[src/rtl/fpga_cfg_pkg.sv]
// Shared constants for the configuration-chain loader.
// Holds the FSM state encoding and the default chain/word geometry.
package fpga_cfg_pkg;

    localparam logic [1:0] ST_IDLE  = 2'd0;
    localparam logic [1:0] ST_WAIT  = 2'd1;
    localparam logic [1:0] ST_SHIFT = 2'd2;
    localparam logic [1:0] ST_LATCH = 2'd3;

    localparam int DEFAULT_CHAIN_LEN = 64;
    localparam int DEFAULT_DATA_W    = 8;

endpackage

[src/rtl/cfg_piso.sv]
// Parallel-in/serial-out word register feeding the config chain, LSB first.
// A load takes priority over a shift in the same cycle.
module cfg_piso #(
    parameter int DATA_W = 8
) (
    input  logic              clk_i,
    input  logic              reset_i,
    input  logic              load_i,
    input  logic              shift_i,
    input  logic [DATA_W-1:0] data_i,
    output logic              sdo_o
);

    logic [DATA_W-1:0] shreg_q;
    logic [DATA_W-1:0] shreg_d;

    always_comb begin
        shreg_d = shreg_q;
        if (load_i) begin
            shreg_d = data_i;
        end else if (shift_i) begin
            shreg_d = shreg_q >> 1;
        end
    end

    always_ff @(posedge clk_i) begin
        if (reset_i) begin
            shreg_q <= '0;
        end else begin
            shreg_q <= shreg_d;
        end
    end

    assign sdo_o = shreg_q[0];

endmodule

[src/rtl/cfg_chain_loader.sv]
// Serial configuration loader: takes bitstream words over valid/ready, shifts
// exactly CHAIN_LEN bits into the config DFF chain, then strobes the latch.
module cfg_chain_loader
    import fpga_cfg_pkg::*;
#(
    parameter int CHAIN_LEN = DEFAULT_CHAIN_LEN,
    parameter int DATA_W    = DEFAULT_DATA_W
) (
    input  logic              clk_i,
    input  logic              reset_i,
    input  logic              start_i,
    input  logic              abort_i,
    input  logic              in_valid_i,
    input  logic [DATA_W-1:0] in_data_i,
    output logic              in_ready_o,
    output logic              cfg_sdo_o,
    output logic              cfg_shift_en_o,
    output logic              cfg_latch_o,
    output logic              busy_o,
    output logic              done_o
);

    localparam int CNT_W = $clog2(CHAIN_LEN + 1);
    localparam int WB_W  = $clog2(DATA_W + 1);
    localparam logic [CNT_W-1:0] LAST_BIT  = CNT_W'(CHAIN_LEN - 1);
    localparam logic [WB_W-1:0]  LAST_WBIT = WB_W'(DATA_W - 1);

    logic [1:0]       state_q,     state_d;
    logic [CNT_W-1:0] bit_cnt_q,   bit_cnt_d;
    logic [WB_W-1:0]  word_bits_q, word_bits_d;
    logic             done_q,      done_d;
    logic             word_load;
    logic             shifting;
    logic             piso_sdo;

    assign word_load = (state_q == ST_WAIT) && in_valid_i;
    assign shifting  = (state_q == ST_SHIFT);

    // Chain end has priority over word end, so surplus high bits of the final word are dropped.
    always_comb begin
        state_d     = state_q;
        bit_cnt_d   = bit_cnt_q;
        word_bits_d = word_bits_q;
        done_d      = done_q;
        case (state_q)
            ST_IDLE: begin
                if (start_i) begin
                    state_d   = ST_WAIT;
                    bit_cnt_d = '0;
                    done_d    = 1'b0;
                end
            end
            ST_WAIT: begin
                if (in_valid_i) begin
                    state_d     = ST_SHIFT;
                    word_bits_d = '0;
                end
            end
            ST_SHIFT: begin
                bit_cnt_d   = bit_cnt_q + 1'b1;
                word_bits_d = word_bits_q + 1'b1;
                if (bit_cnt_q == LAST_BIT) begin
                    state_d = ST_LATCH;
                end else if (word_bits_q == LAST_WBIT) begin
                    state_d = ST_WAIT;
                end
            end
            ST_LATCH: begin
                state_d = ST_IDLE;
                done_d  = 1'b1;
            end
            default: state_d = ST_IDLE;
        endcase
        // Abort overrides everything, including a start in IDLE, and never sets or clears done.
        if (abort_i) begin
            state_d = ST_IDLE;
            done_d  = done_q;
        end
    end

    always_ff @(posedge clk_i) begin
        if (reset_i) begin
            state_q     <= ST_IDLE;
            bit_cnt_q   <= '0;
            word_bits_q <= '0;
            done_q      <= 1'b0;
        end else begin
            state_q     <= state_d;
            bit_cnt_q   <= bit_cnt_d;
            word_bits_q <= word_bits_d;
            done_q      <= done_d;
        end
    end

    cfg_piso #(
        .DATA_W (DATA_W)
    ) u_piso (
        .clk_i   (clk_i),
        .reset_i (reset_i),
        .load_i  (word_load),
        .shift_i (shifting),
        .data_i  (in_data_i),
        .sdo_o   (piso_sdo)
    );

    assign in_ready_o     = (state_q == ST_WAIT);
    assign cfg_shift_en_o = shifting;
    assign cfg_sdo_o      = shifting & piso_sdo;
    assign cfg_latch_o    = (state_q == ST_LATCH);
    assign busy_o         = (state_q != ST_IDLE);
    assign done_o         = done_q;

endmodule
[config.mk]
export PLATFORM = sky130hd
export DESIGN_NAME = cfg_chain_loader
export DESIGN_NICKNAME = d
export VERILOG_FILES = /design/src/rtl/fpga_cfg_pkg.sv /design/src/rtl/cfg_piso.sv /design/src/rtl/cfg_chain_loader.sv
export SDC_FILE = /design/constraint.sdc
export NUM_CORES = 1
export LEC_CHECK = 0
export CAP_MARGIN = 20
export CELL_PAD_IN_SITES_DETAIL_PLACEMENT = 1
export CELL_PAD_IN_SITES_GLOBAL_PLACEMENT = 2
export CORE_ASPECT_RATIO = 0.9
export CORE_MARGIN = 5
export CORE_UTILIZATION = 28
export DETAILED_ROUTE_END_ITERATION = 16
export GPL_ROUTABILITY_DRIVEN = 0
export GPL_TIMING_DRIVEN = 0
export PLACE_DENSITY = 0.71
export RECOVER_POWER = 50
export SLEW_MARGIN = 20
export SYNTH_ARGS = -nofsm -noshare
export SYNTH_HDL_FRONTEND = slang
export SYNTH_SLANG_ARGS = --single-unit
[constraint.sdc]
create_clock -name clk_i -period 1.6 [get_ports clk_i]
set_input_delay 0.16 -clock clk_i [delete_from_list [all_inputs] [get_ports clk_i]]
set_output_delay 0.16 -clock clk_i [all_outputs]
set_load 0.01 [all_outputs]
* Word-level counts from Yosys, hierarchy flattened
Index checks and enable logic that the tools add are counted.
** Storage, ports and cells
- Flip-flop bits (word level) :: 22
- Output and inout port bits :: 6
** Operators by class
- Equal/unequal tests :: 8
- $add $sub $neg :: 2
- Bitwise logic cells :: 2
- Mux-type cells :: 13
- Reduce and logical (&&, ||, !) cells :: 12
** Operators by type and width (number)
- 8-bit two-way mux :: 2
- 7-bit case mux with 2 select lines :: 1
- 2-bit nonzero test :: 5
- 2-bit two-way mux :: 4
- 2-bit case mux with 4 select lines :: 1
- 4-bit case mux with 2 select lines :: 1
- 7-bit by 1-bit adder with 7-bit output (second input constant) :: 1
- 7-bit by 6-bit equality test with 1-bit output (second input constant) :: 1
- 7-bit two-way mux :: 1
- 3-bit AND reduction :: 2
- 4-bit by 1-bit adder with 4-bit output (second input constant) :: 1
- 2-bit equality test (second input constant) :: 2
- 4-bit by 3-bit equality test with 1-bit output (second input constant) :: 1
- 4-bit two-way mux :: 1
- 2-bit != test (second input constant) :: 2
- 2-bit AND reduction :: 2
- 3-bit by 1-bit != test with 1-bit output (second input constant) :: 1
- 2-bit by 1-bit equality test with 1-bit output (second input constant) :: 1
- 2-bit logical NOT :: 1
- 1-bit case mux with 2 select lines :: 1
- 2-bit OR reduction :: 1
- 1-bit AND :: 1
- 1-bit logical AND :: 1
- 1-bit two-way mux :: 1
- 1-bit inverter :: 1

* Longest topological paths before layout
- Depth in word-level cells :: 4
- Gate-level depth with buffers :: 6

* Hierarchy
From an unflattened synthesis, not the netlist that was laid out.
** Unflattened totals
- Cell total of the unflattened synthesis :: 128
- Area total of the unflattened synthesis :: 1174.9 um^2
** Modules (own cells, without submodules)
- cfg_chain_loader :: area an instance 805.8 um^2, sequential area each 280.3 um^2, instances 1, cells each 93
- cfg_piso :: area an instance 369.1 um^2, sequential area each 160.2 um^2, instances 1, cells each 35

* Worst setup path before layout
No wires, ideal clock.
- Kind :: flip-flop to flip-flop
- From :: register state_q[1]
- To :: register state_q[1]
- Slack :: -131 ps
- Arrival :: 1596 ps
- Stages on the path, launching flop included :: 7
- Path through :: dfxtp_1 -> inv_1 -> ha_1 -> nor2b_1 -> or4_4 -> o22ai_2 -> a2111oi_2
** On the way
- Cells in the longest elaborated chain, start to end :: 3
** RTL lines
- from (decl) :: line cfg_chain_loader.sv:28 : logic [1:0] state_q, state_d;
- from (signal assigned) :: line cfg_chain_loader.sv:88 : state_q <= state_d;
- 2-bit by 1-bit equality test with 1-bit output (*)
- net in_ready_o :: line cfg_chain_loader.sv:15 : output logic in_ready_o,
- 2-bit != test (no line)
- 3-bit AND reduction (no line)
The timed path passes the listed nets; every way through them passes the cells marked *.
A chain may end at the register's enable or synchronous reset.

* Worst setup path after layout
- From :: register state_q[0]
- To :: register state_q[1]
** On the way
- Cells in the longest elaborated chain, start to end :: 3
** RTL lines
- 2-bit equality test (tied with other cells) :: line cfg_chain_loader.sv:45 : case (state_q)
- 3-bit by 1-bit != test with 1-bit output (no line) or 2-bit != test (tied branches)
- 3-bit AND reduction (no line)
Several ways; a longest one is shown, not always the timed one.

==> results.sh <==
export IMPL_clock_sinks=22
export IMPL_ant_nets=0
export IMPL_crit_end="state_q[1]"
export IMPL_crit_arrival_ps=1790
export IMPL_max_freq_ghz=0.606
export IMPL_finalPower_mw=1.26
export IMPL_critPathRequiredTime_ps=1740
export IMPL_stdcell_count=207
export IMPL_worst_skew_pair_late_latency_ps=270
export IMPL_clkSlewWorstSetupHoldPaths_ps=90
export IMPL_cts_tree="built"
export IMPL_yosys_mux_area_fraction_pct=7.78
export IMPL_htree_levels=1
export IMPL_fin_area_mm2=0.00161
export IMPL_routed_via_count=1019
export IMPL_grt_overflow_total=0
export IMPL_drc=0
export IMPL_placed_cells=195
export IMPL_rsz0062_at_grt="yes"
export IMPL_nets=180
export IMPL_grt_use_met3_pct=3.56
export IMPL_setup_tns_ps=-50.0
export IMPL_io_pins=19
export IMPL_postSynth_asyncResetShare_pct=0
export IMPL_hpwl_um=2170
export IMPL_synth_fa_ha_area_share_pct=7.56
export IMPL_synth_compound_area_share_pct=18.0
export IMPL_clk_path_buf_depth=2
export IMPL_drt_first_pass_iters=4
export IMPL_fin_crit_ps=1650
export IMPL_slew_headroom_pct=66.0
export IMPL_synth_area_mm2=0.00116
export IMPL_num_rows=22
export IMPL_root_buffer="clkbuf_8"
export IMPL_syn_nets=150
export IMPL_antenna_found_initial=0
export IMPL_routed_wl_um=2990
export IMPL_track_usage_pct=12.1
export IMPL_fillers=453
export IMPL_yosys_most_used_dff="dfxtp_1"
export IMPL_cp_max_fo=5
export IMPL_place_ws_ps=-621
export IMPL_synth_cell_types=33
export IMPL_cts_buffers=3
export IMPL_ys_ff_latch=22
export IMPL_synth_area_per_cell_um2=8.91
export IMPL_crit_path_start="state_q[0]"
export IMPL_diodes=0
export IMPL_coreArea_mm2=0.00405
export IMPL_yosysWarnings=0
export IMPL_layout_drive_gt1_share_pct=19.5
export IMPL_fp_dieArea_mm2=0.00553
export IMPL_grt_start_max_net_pins=16
export IMPL_grt_pass1_vias=1108
export IMPL_placed_cell_area_mm2=0.00142
export IMPL_grt_pass1_wl_um=5380
export IMPL_tightest_slew_ps=511
export IMPL_met1_usage_pct=15.6
export IMPL_viasPerCell=4.92
export IMPL_grt_busiest_layer="met2"
export IMPL_avgRoutedWirePerCell_um=14.4
export IMPL_syn_inst=130
export IMPL_synth_edf_count=0
export IMPL_finalHoldViolCount=0
export IMPL_status="finished with violations"
export IMPL_worstSetupPathType="flop to flop"
export IMPL_reg2regPathDepth=6
export IMPL_seq_area_frac_synth_pct=38.0
export IMPL_die_y_um=71.0
export IMPL_peakVddDrop_mv=0.341
export IMPL_synth_top_family_by_area="simple AND/OR/NAND/NOR gates"
export IMPL_initial_core_util_pct=28.6
export IMPL_crit_reg2reg_launch="state_q[0]"
export IMPL_die_w_um=77.8
export IMPL_syn_to_final_growth_pct=38.8
export IMPL_slew_viol_final=0
export IMPL_use_met2_pct=18.9
export IMPL_cp_end_kind="flop"
export IMPL_leakage_nw=0.578
export IMPL_r2r_slack_ps=-50
export IMPL_setup_viol=1
export IMPL_yosys_area_share_simple_pct=24.0
export IMPL_port_buffers=17
export IMPL_drv_cap=0
export IMPL_post_route_period_util_pct=103
export IMPL_holdCritPathClass="input port to flop"
export IMPL_drt_iter0_markers=44
export IMPL_reg2reg_to="state_q[1]"
export IMPL_critPathLaunchType="flop"
export IMPL_fin_skew_ps=5.89
export IMPL_power_density_mw_per_mm2=782
export IMPL_fin_ws_ps=-50.0
export IMPL_synth_xor_area_share_pct=1.51
export IMPL_failed_checks="negative setup slack"
[metal layers]
layer	wire [um]	part of all wire [%]	vias to the layer above
li1	-	-	526
met1	1440	48	472
met2	1390	47	16
met3	114	3.8	5
met4	46	1.5	0
met5	0	0	-
[synthesized netlist by cell type, drive strengths merged, types with 3 or more instances]
| master | number | area [um^2] |
|---|---|---|
| a211oi | 7 | 52.6 |
| a21oi | 7 | 35.0 |
| clkbuf | 3 | 11.3 |
| dfxtp | 22 | 440 |
| ha | 7 | 87.6 |
| inv | 4 | 15.0 |
| mux2i | 9 | 90.1 |
| nand2 | 8 | 30.0 |
| nand2b | 5 | 31.3 |
| nand3 | 4 | 20.0 |
| nand3b | 4 | 30.0 |
| nor2 | 14 | 52.6 |
| nor2b | 3 | 26.3 |
| nor3 | 4 | 20.0 |
| o21ai | 7 | 35.0 |
[where the power goes]
part	switching, mW	total, mW	internal (mW)
logic	0.0779	0.158	0.0802
clock network	0.198	0.533	0.335
registers	0.00869	0.567	0.558
[flip-flops by register name (all words and copies together) (netlist names)]
name / cells
bit_cnt_q: 7
state_q: 2
done_o: 1
u_piso.shreg_q: 8
word_bits_q: 4
[how the worst min path moves through the flow]
stage / depth (start not counted) / to / startpoint / slack (ps)
after floorplan: 1 / state_q[1] / abort_i / 220
after global routing: 2 / u_piso.shreg_q[1] / reset_i / 430
after CTS: 2 / u_piso.shreg_q[1] / reset_i / 380
after global placement: 2 / done_o / done_o / 470
after detailed placement: 2 / bit_cnt_q[6] / bit_cnt_q[6] / 480
final: 2 / u_piso.shreg_q[1] / reset_i / 380
[critical path: stages (launching register included)]
cell and delay [ps]:
dfxtp_4 360, buf_6 120, ha_4 160, nor2b_4 130
or4_4 520, o22ai_4 170, a2111oi_2 50
[through the flow]
stage / utilization, % / hold slack (ps)
final: 39.7 / 382
after global routing: 39.7 / 428
after global placement: 35.1 / 471
after CTS: 39.3 / 380
after detailed placement: 35.1 / 482
after floorplan: - / 221
[final cells by class]
| cell class | instances | area [um^2] | area share (%) |
|---|---|---|---|
| multi-input cells | 99 | 738 | 45.9 |
| well taps | 48 | 60.1 | 3.74 |
| clock buffers | 3 | 41.3 | 2.57 |
| repair buffers | 26 | 233 | 14.5 |
| inverters | 4 | 20.0 | 1.25 |
| flip-flops and latches | 22 | 448 | 27.9 |
| plain buffers | 4 | 37.5 | 2.33 |
| clock inverters | 1 | 30.0 | 1.87 |
[timing repair]
| item | CTS | global route |
|---|---|---|
| hold buffers | 0 | 0 |
| pin swaps | 5 | 3 |
| setup endpoints to repair | 20 | 9 |
| setup buffers | 7 | 2 |
| resized for setup | 22 | 2 |
[cell usage in the layout (no fill, tap or decap), types with 5 or more instances in the layout]
master	n
a21oi_1	7
clkdlybuf4s50_1	11
nand2_1	8
buf_4	8
a211oi_1	7
nand2b_1	5
mux2i_1	8
dfxtp_1	20
nor2_1	14
[cells by family (layout without fill, tap and decap cells)]
kind of cell,count (synthesis),after routing
AO/OA/AOI/OAI,30,30
AND/OR/NAND/NOR,51,51
flip-flops,22,22
adder cells (fa/ha/maj),7,7
buffers and inverters,9,38
multiplexers,9,9
XOR/XNOR,2,2
Power figures use the tool's default switching activity.
